File: src/rtl/vector_pkg.sv
// Shared definitions for the vector-display image ROM pair and its sequencer.
package vector_pkg;

  localparam int DEPTH      = 2387;
  localparam int ADDR_WIDTH = $clog2(DEPTH);

  typedef enum logic [1:0] {
    ST_IDLE   = 2'd0,
    ST_SETTLE = 2'd1,
    ST_RUN    = 2'd2,
    ST_FLUSH  = 2'd3
  } vfs_state_t;

  // Next ROM address, wrapping from the last word back to word 0.
  function automatic logic [ADDR_WIDTH-1:0] wrap_inc(input logic [ADDR_WIDTH-1:0] a);
    return (a == ADDR_WIDTH'(DEPTH - 1)) ? '0 : a + 1'b1;
  endfunction

endpackage

File: src/rtl/rate_divider.sv
// Sample-rate divider: counts 0..i_div while enabled and ticks on each count
// of 0, so the first enabled cycle after a clear is a tick and ticks are
// i_div+1 cycles apart.
module rate_divider #(
  parameter int DIV_WIDTH = 8
) (
  input  logic                 i_clk,
  input  logic                 i_rst_n,
  input  logic                 i_clear,
  input  logic                 i_en,
  input  logic [DIV_WIDTH-1:0] i_div,
  output logic                 o_tick
);

  logic [DIV_WIDTH-1:0] count;

  // Wrapping phase counter; clear has priority over counting.
  always_ff @(posedge i_clk) begin
    if (!i_rst_n || i_clear) begin
      count <= '0;
    end else if (i_en) begin
      count <= (count == i_div) ? '0 : count + 1'b1;
    end
  end

  assign o_tick = i_en && (count == '0);

endmodule

File: src/rtl/vector_frame_sequencer.sv
// Paced, start/stop-controlled address generator for the X/Y image ROM pair.
// Plays a window [base, base+len) modulo DEPTH for a number of passes, each
// pass preceded by a blanked settle interval so the beam can retrace.
//
// Interface protocol: i_start and i_stop are single-cycle request pulses with
// no back-pressure; i_start is honoured only while o_busy is low, i_stop only
// while o_busy is high, and start wins if both arrive together in IDLE.
// Towards the ROM, o_rom_en is a one-cycle read strobe qualifying o_rom_addr
// in the same cycle; o_sample_valid follows it exactly one cycle later when
// the registered ROM data is ready for the DAC. Neither side can stall.
module vector_frame_sequencer
  import vector_pkg::*;
#(
  parameter int DIV_WIDTH     = 8,
  parameter int REP_WIDTH     = 8,
  parameter int SETTLE_CYCLES = 4
) (
  input  logic                  i_clk,
  input  logic                  i_rst_n,
  input  logic                  i_start,
  input  logic                  i_stop,
  input  logic [ADDR_WIDTH-1:0] i_base,
  input  logic [ADDR_WIDTH:0]   i_len,
  input  logic [REP_WIDTH-1:0]  i_repeat,
  input  logic [DIV_WIDTH-1:0]  i_div,
  output logic [ADDR_WIDTH-1:0] o_rom_addr,
  output logic                  o_rom_en,
  output logic                  o_sample_valid,
  output logic                  o_blank,
  output logic                  o_busy,
  output logic                  o_done,
  output logic [REP_WIDTH-1:0]  o_pass_cnt,
  output logic [1:0]            o_state
);

  localparam int SET_W = $clog2(SETTLE_CYCLES + 1);

  vfs_state_t            state;
  logic [ADDR_WIDTH-1:0] base_q;
  logic [ADDR_WIDTH:0]   len_q;
  logic [REP_WIDTH-1:0]  rep_q;
  logic [DIV_WIDTH-1:0]  div_q;
  logic [SET_W-1:0]      settle_cnt;
  logic [ADDR_WIDTH:0]   sample_cnt;
  logic [ADDR_WIDTH:0]   sample_next;
  logic [REP_WIDTH:0]    pass_next;
  logic                  stop_pend;
  logic                  tick;
  logic                  in_run;

  assign in_run      = (state == ST_RUN);
  assign sample_next = sample_cnt + 1'b1;
  assign pass_next   = {1'b0, o_pass_cnt} + 1'b1;

  // The divider only runs in RUN and sits cleared elsewhere, so every pass
  // starts with a tick on its first RUN cycle.
  rate_divider #(
    .DIV_WIDTH (DIV_WIDTH)
  ) u_rate_divider (
    .i_clk   (i_clk),
    .i_rst_n (i_rst_n),
    .i_clear (!in_run),
    .i_en    (in_run),
    .i_div   (div_q),
    .o_tick  (tick)
  );

  // Strobe and blanking are decoded from registered state only.
  assign o_rom_en = in_run && tick;
  assign o_blank  = !(state == ST_RUN || state == ST_FLUSH);
  assign o_busy   = (state != ST_IDLE);
  assign o_state  = state;

  // Playback sequencer: settle, run the window, flush the last sample, repeat.
  always_ff @(posedge i_clk) begin
    if (!i_rst_n) begin
      state          <= ST_IDLE;
      base_q         <= '0;
      len_q          <= '0;
      rep_q          <= '0;
      div_q          <= '0;
      settle_cnt     <= '0;
      sample_cnt     <= '0;
      stop_pend      <= 1'b0;
      o_rom_addr     <= '0;
      o_sample_valid <= 1'b0;
      o_done         <= 1'b0;
      o_pass_cnt     <= '0;
    end else begin
      o_done         <= 1'b0;
      o_sample_valid <= o_rom_en;
      case (state)
        ST_IDLE: begin
          if (i_start) begin
            base_q     <= i_base;
            len_q      <= i_len;
            rep_q      <= i_repeat;
            div_q      <= i_div;
            o_rom_addr <= i_base;
            o_pass_cnt <= '0;
            settle_cnt <= '0;
            sample_cnt <= '0;
            stop_pend  <= 1'b0;
            if (i_len == '0) begin
              // Empty window: report completion without touching the ROM.
              o_done <= 1'b1;
            end else begin
              state <= ST_SETTLE;
            end
          end
        end
        ST_SETTLE: begin
          if (i_stop) begin
            state  <= ST_IDLE;
            o_done <= 1'b1;
          end else if (settle_cnt == SET_W'(SETTLE_CYCLES - 1)) begin
            state      <= ST_RUN;
            sample_cnt <= '0;
          end else begin
            settle_cnt <= settle_cnt + 1'b1;
          end
        end
        ST_RUN: begin
          if (tick) begin
            o_rom_addr <= wrap_inc(o_rom_addr);
            sample_cnt <= sample_next;
          end
          // A stop lets a same-cycle tick complete, then drains via FLUSH.
          if (i_stop) begin
            stop_pend <= 1'b1;
            state     <= ST_FLUSH;
          end else if (tick && (sample_next == len_q)) begin
            state <= ST_FLUSH;
          end
        end
        ST_FLUSH: begin
          if (stop_pend) begin
            state  <= ST_IDLE;
            o_done <= 1'b1;
          end else begin
            if (!(&o_pass_cnt)) begin
              o_pass_cnt <= o_pass_cnt + 1'b1;
            end
            if (!i_stop && ((rep_q == '0) || (pass_next < {1'b0, rep_q}))) begin
              state      <= ST_SETTLE;
              o_rom_addr <= base_q;
              settle_cnt <= '0;
            end else begin
              state  <= ST_IDLE;
              o_done <= 1'b1;
            end
          end
        end
        default: state <= ST_IDLE;
      endcase
    end
  end

endmodule

File: config.mk
export PLATFORM = sky130hd
export DESIGN_NAME = vector_frame_sequencer
export DESIGN_NICKNAME = d
export VERILOG_FILES = /design/src/rtl/vector_pkg.sv /design/src/rtl/rate_divider.sv /design/src/rtl/vector_frame_sequencer.sv
export SDC_FILE = /design/constraint.sdc
export NUM_CORES = 1
export LEC_CHECK = 0
export CAP_MARGIN = 25
export CORE_UTILIZATION = 50
export DETAILED_ROUTE_END_ITERATION = 16
export PLACE_DENSITY = 0.71
export SETUP_SLACK_MARGIN = 0.5
export SLEW_MARGIN = 20
export SYNTH_ARGS = -nofsm -noshare
export SYNTH_HDL_FRONTEND = slang
export SYNTH_HIERARCHICAL = 1
export SYNTH_SLANG_ARGS = --single-unit
File: constraint.sdc
create_clock -name i_clk -period 8.37 [get_ports i_clk]
set_input_delay 1.2555 -clock i_clk [delete_from_list [all_inputs] [get_ports i_clk]]
set_output_delay 1.2555 -clock i_clk [all_outputs]
set_load 0.01 [all_outputs]
Word level (Yosys, flattened, before mapping) --
Index checks and enable logic that the tools add are counted.
Word-level totals: register bits 90, output and inout bits 27
Operators by class: add/sub/neg operators 6, magnitude comparators 1, equal/unequal tests 19, multiplexer cells 40, reduce and logical (&&, ||, !) cells 29
Operators with widths (count):
- two-way mux 12 bit | 5
- two-way mux 13 bit | 4
- case mux 13 bit (3 select lines) | 1
- case mux 12 bit (3 select lines) | 1
- two-way mux 8 bit | 4
- inequality test 2 bit (second input constant) | 9
- adder 8 x 1 -> 8 bit (second input constant) | 2
- zero test 8 bit | 2
- case mux 8 bit (2 select lines) | 1
- two-way mux 3 bit | 5
- adder 13 x 1 -> 13 bit (second input constant) | 1
- == test 13 bit | 1
- zero test 13 bit | 1
- adder 12 x 1 -> 12 bit (second input constant) | 1
- == test 12 bit (second input constant) | 1
- two-way mux 2 bit | 6
- AND reduction 5 bit | 2
- adder 8 x 1 -> 9 bit (second input constant) | 1
- < comparator 9 x 8 -> 1 bit | 1
- two-way mux 1 bit | 9
- case mux 3 bit (3 select lines) | 1
- nonzero test 3 bit | 3
- == test 8 bit | 1
- case mux 2 bit (4 select lines) | 1
- 19 further kinds | 31

Depth between registers and ports, before layout --
depth after elaboration 7, gate-level depth with buffers 14, mapped depth without buffers 13

By module --
The synthesis kept the hierarchy.
Modules (own cells, without submodules):
- vector_frame_sequencer | times used 1, cells each 627, area an instance 4633.2 um2, sequential area each 1641.6 um2
- rate_divider | times used 1, cells each 55, area an instance 505.5 um2, sequential area each 160.2 um2

Least setup slack after synthesis --
OpenSTA, ideal clock, no wires.
kind reg-to-reg, from register o_pass_cnt[0], to register settle_cnt[2], setup time 0.070 ns, data arrival time 2.945 ns, data required time 8.300 ns, setup slack 5.355 ns, cell stages (with the launch flop) 14, buffers on the path 0, clock period less this slack 3.015 ns, path through dfxtp_1 ha_1 nand3_1 inv_1 nand3_1 xnor2_1 ha_1 and3_1 a221oi_1 o21a_1 a21oi_2 o21a_4 or4b_1 a21oi_1
Between the ends: cells in the longest elaborated chain, start to end 6
Ends and longest elaborated chain:
- from (decl) | RTL line vector_frame_sequencer.sv:32 | output logic [REP_WIDTH-1:0] o_pass_cnt,
- from (signal assigned) | RTL line vector_frame_sequencer.sv:142 | o_pass_cnt <= o_pass_cnt + 1'b1;
- adder 8 x 1 -> 9 bit | RTL line vector_frame_sequencer.sv:53 | assign pass_next = {1'b0, o_pass_cnt} + 1'b1;
- < comparator 9 x 8 -> 1 bit | RTL line vector_frame_sequencer.sv:144 | if (!i_stop && ((rep_q == '0) || (pass_next < {1'b0, rep_q}))) begin
- logical OR 1 bit | RTL line vector_frame_sequencer.sv:144
- logical AND 1 bit | RTL line vector_frame_sequencer.sv:144
- inequality test 2 x 1 -> 1 bit (no line)
- AND reduction 6 bit (no line)
- to (signal assigned) | RTL line vector_frame_sequencer.sv:120 | settle_cnt <= settle_cnt + 1'b1;
- to (decl) | RTL line vector_frame_sequencer.sv:43 | logic [SET_W-1:0] settle_cnt;
No other way between the ends. A chain may end at the register's enable or synchronous reset.

Worst setup path in the final report --
from register state[0], in the netlist o_state[0], to output o_blank
Between the ends: cells in the longest elaborated chain, start to end 3, elaborated cells between the ends (all ways) 4
Ends and longest elaborated chain:
- from (decl) | RTL line vector_frame_sequencer.sv:38 | vfs_state_t state;
- from (signal assigned) | RTL line vector_frame_sequencer.sv:77 | state <= ST_IDLE;
- from (signal assigned) | RTL line vector_frame_sequencer.sv:108 | state <= ST_SETTLE;
- from (signal assigned) | RTL line vector_frame_sequencer.sv:114 | state <= ST_IDLE;
- == test 2 bit
- named net in_run | RTL line vector_frame_sequencer.sv:49 | logic in_run;
- logical OR 1 bit | RTL line vector_frame_sequencer.sv:70 | assign o_blank = !(state == ST_RUN || state == ST_FLUSH);
- zero test 1 bit | RTL line vector_frame_sequencer.sv:70
- to (decl) | RTL line vector_frame_sequencer.sv:29 | output logic o_blank,
The timed path passes the listed nets, and every way through them passes these cells.

==> summary.md <==
| Metric | Value |
|---|---|
| Status | `completed` |
| Drt wl/cell | `15.8 microns` |
| Die height | `103 microns` |
| Final core occ | `0.619` |
| Final nets | `796` |
| Final period util | `0.439` |
| CP Max Fanout | `28` |
| Met1 usage | `0.350` |
| Clock root buffer master | `clkbuf_8` |
| Slew @ Worst Pin | `about 0.94 ns` |
| Pins over their slew limit | `0` |
| Post-synth EDFFs | `0` |
| Final Skew | `0.00998 ns` |
| GR met2 Demand/Resource | `0.452` |
| Drt total wl | `13700 microns` |
| H-tree depth | `3` |
| RSZ-0062 raised after global routing | `false` |
| Total nets after synthesis | `747` |
| Max-slew headroom | `0.374` |
| Antenna Cells | `0` |
| Maximum VDD drop | `approximately 0.095 mV` |
| Period minus WS final | `3.68 ns` |
| Worst hold path class | `flip-flop to flip-flop` |
| Layout area overhead | `18.8%` |
| DRT iter0 DRCs | `205` |
| Largest net degree at the start of global routing | `60` |
| Pleak | `0.00226 uW` |
| Die Width | `slightly above 100 microns` |
| F_max | `0.272 GHz` |
| Via density | `around 5.7` |
| I/O Pins | `72` |
| Hold_buf cts | `0` |
| Via count of the first global-routing pass | `4579` |
| Drt first pass iters | `4` |
| Initial Util | `0.521` |
| # Max-Cap Violations | `0` |
| Seq/Total Area, Yosys | `0.351` |
| CTS max path bufs | `2` |
| Setup Total Neg Slack | `0 ns` |
| Most frequent cells in the layout | `nand2_1 (133), dfxtp_1 (90), a21oi_1 (84)` |
| Die ar. | `10700 sq um` |
| Clk_lat worst skew | `0.37 ns` |
| Pwr per Cell Area | `167 nW/um^2` |
| Synth Warn # | `6` |
| Routed Antenna Nets | `0` |
| Sink Count | `90` |
| CTS tree | `built` |
| Buffers added on ports | `just over 70` |
| Initial antenna violation count | `0` |
| Gr ovfl total | `0` |
| Async S/R FF share, synth | `0` |
| DPL Wire Length | `slightly below 10000 microns` |
| Seq cells post-synth | `90` |
| Critical path arrival | `2.42 ns` |
| Critical path type | `flip-flop to output pin` |
| Global routing's busiest layer | `met2` |
| First-pass GRT wire length | `around 22000 microns` |
| Rows | `36` |
| Post-synthesis average cell area | `7.53 sq um` |
| Core region area | `9860 sq um` |
| Worst-path clk slew | `0.09 ns` |
| Gp weighted congestion | `0.877` |
| Yosys cell types | `66` |
| DRC violations left | `0` |
| Syn Std Cell Area | `5140 sq um` |
| Clock buffer count from CTS | `9` |
| CP required | `7.11 ns` |
| Final hold violations | `0` |
| Via count | `4976` |
| Most common cell after layout, fill and taps aside | `nand2_1` |
| CP startpoint kind | `flip-flop` |
| GRT Total Usage | `0.269` |
| Predominant post-synthesis flop cell | `dfxtp_1` |
| Setup Viol. Count Final | `0` |
| Share of cells above drive strength 1 | `0.0504` |
| CP Capture Type | `output pin` |
| Post-CTS setup buffers | `0` |
| GRT met3 Usage | `0.0383` |
| Syn Inst Count | `682` |
| Gates resized, CTS repair | `0` |
-- cells in the mapped netlist, types with 7 or more instances --
master | instances | area (sq um)
nor3_1 | 17 | 85.1
nand2_1 | 134 | 503
nand4_1 | 13 | 81.3
nand3_1 | 26 | 130
clkbuf_1 | 33 | 124
xor2_1 | 12 | 105
or3_1 | 7 | 43.8
o21ai_0 | 35 | 175
ha_1 | 20 | 250
inv_1 | 22 | 82.6
dfxtp_1 | 90 | 1800
xnor2_1 | 22 | 193
and3_1 | 18 | 113
a21oi_1 | 84 | 420
nor2_1 | 46 | 173
-- worst max-delay path, cell delays in order (launching register included) --
cell and delay (ns):
dfxtp_1 0.45, inv_1 0.16, ha_1 0.25, buf_4 0.25, nor2_1 0.33, clkdlybuf4s50_1 0.60
-- cells by family (layout without fill, tap and decap cells) --
kind of cell	after synthesis	after routing	share of synthesized area
flops	90	90	0.351
buf+inv	63	115	0.0499
compound gates	171	171	0.202
xor+xnor	35	35	0.0611
simple gates	297	297	0.275
mux	6	6	0.0122
fa+ha+maj	20	20	0.0487
-- stage by stage --
step / total power, uW / std cells / cell area [sq um] / hold slack, ns / setup WS, ns
after global placement: 693 / 852 / 5890 / 0.442 / 4.71
after floorplan: 617 / 682 / 5140 / 0.436 / 5.35
after CTS: 1020 / 867 / 6110 / 0.459 / 4.69
final: 1020 / 867 / 6110 / 0.457 / 4.69
after global routing: 1070 / 867 / 6110 / 0.477 / 4.61
after detailed placement: 702 / 853 / 5900 / 0.446 / 4.85
-- area by class of cell --
type	instances	area (sq um)
Sequential cell	90	1800
Inverter	23	86.3
Clock inverter	3	65.1
Multi-Input combinational cell	529	3080
Clock buffer	11	141
Tap cell	133	166
Fill cell	896	3760
Timing Repair Buffer	78	763
-- where the power goes --
part | switching (uW) | internal [uW]
Combinational | 120 | 94.3
Clock | 151 | 173
Sequential | 24.7 | 454
-- registers in the layout (all words and copies together) (netlist names), 3 cells and up, named ones only --
signal                cells
u_rate_divider/count      8
sample_cnt               13
len_q                    13
base_q                   12
settle_cnt                3
o_rom_addr               12
rep_q                     8
div_q                     8
o_pass_cnt                8
-- path summary, 6_finish.rpt --
path,endpoint,startpoint,cells past startpoint,slack [ns]
setup / recovery,o_blank,o_state[0],5,4.69
hold / removal,base_q[4],base_q[4],2,0.46
setup reg to reg,settle_cnt[2],o_pass_cnt[0],13,4.98
hold reg to reg,base_q[4],base_q[4],2,0.46
-- layer usage --
metal	wire (microns)	part of all wire
met5	0	0
met4	224	0.016
met3	670	0.049
met2	6510	0.47
met1	6320	0.46
(Power assumes the default switching activity.)
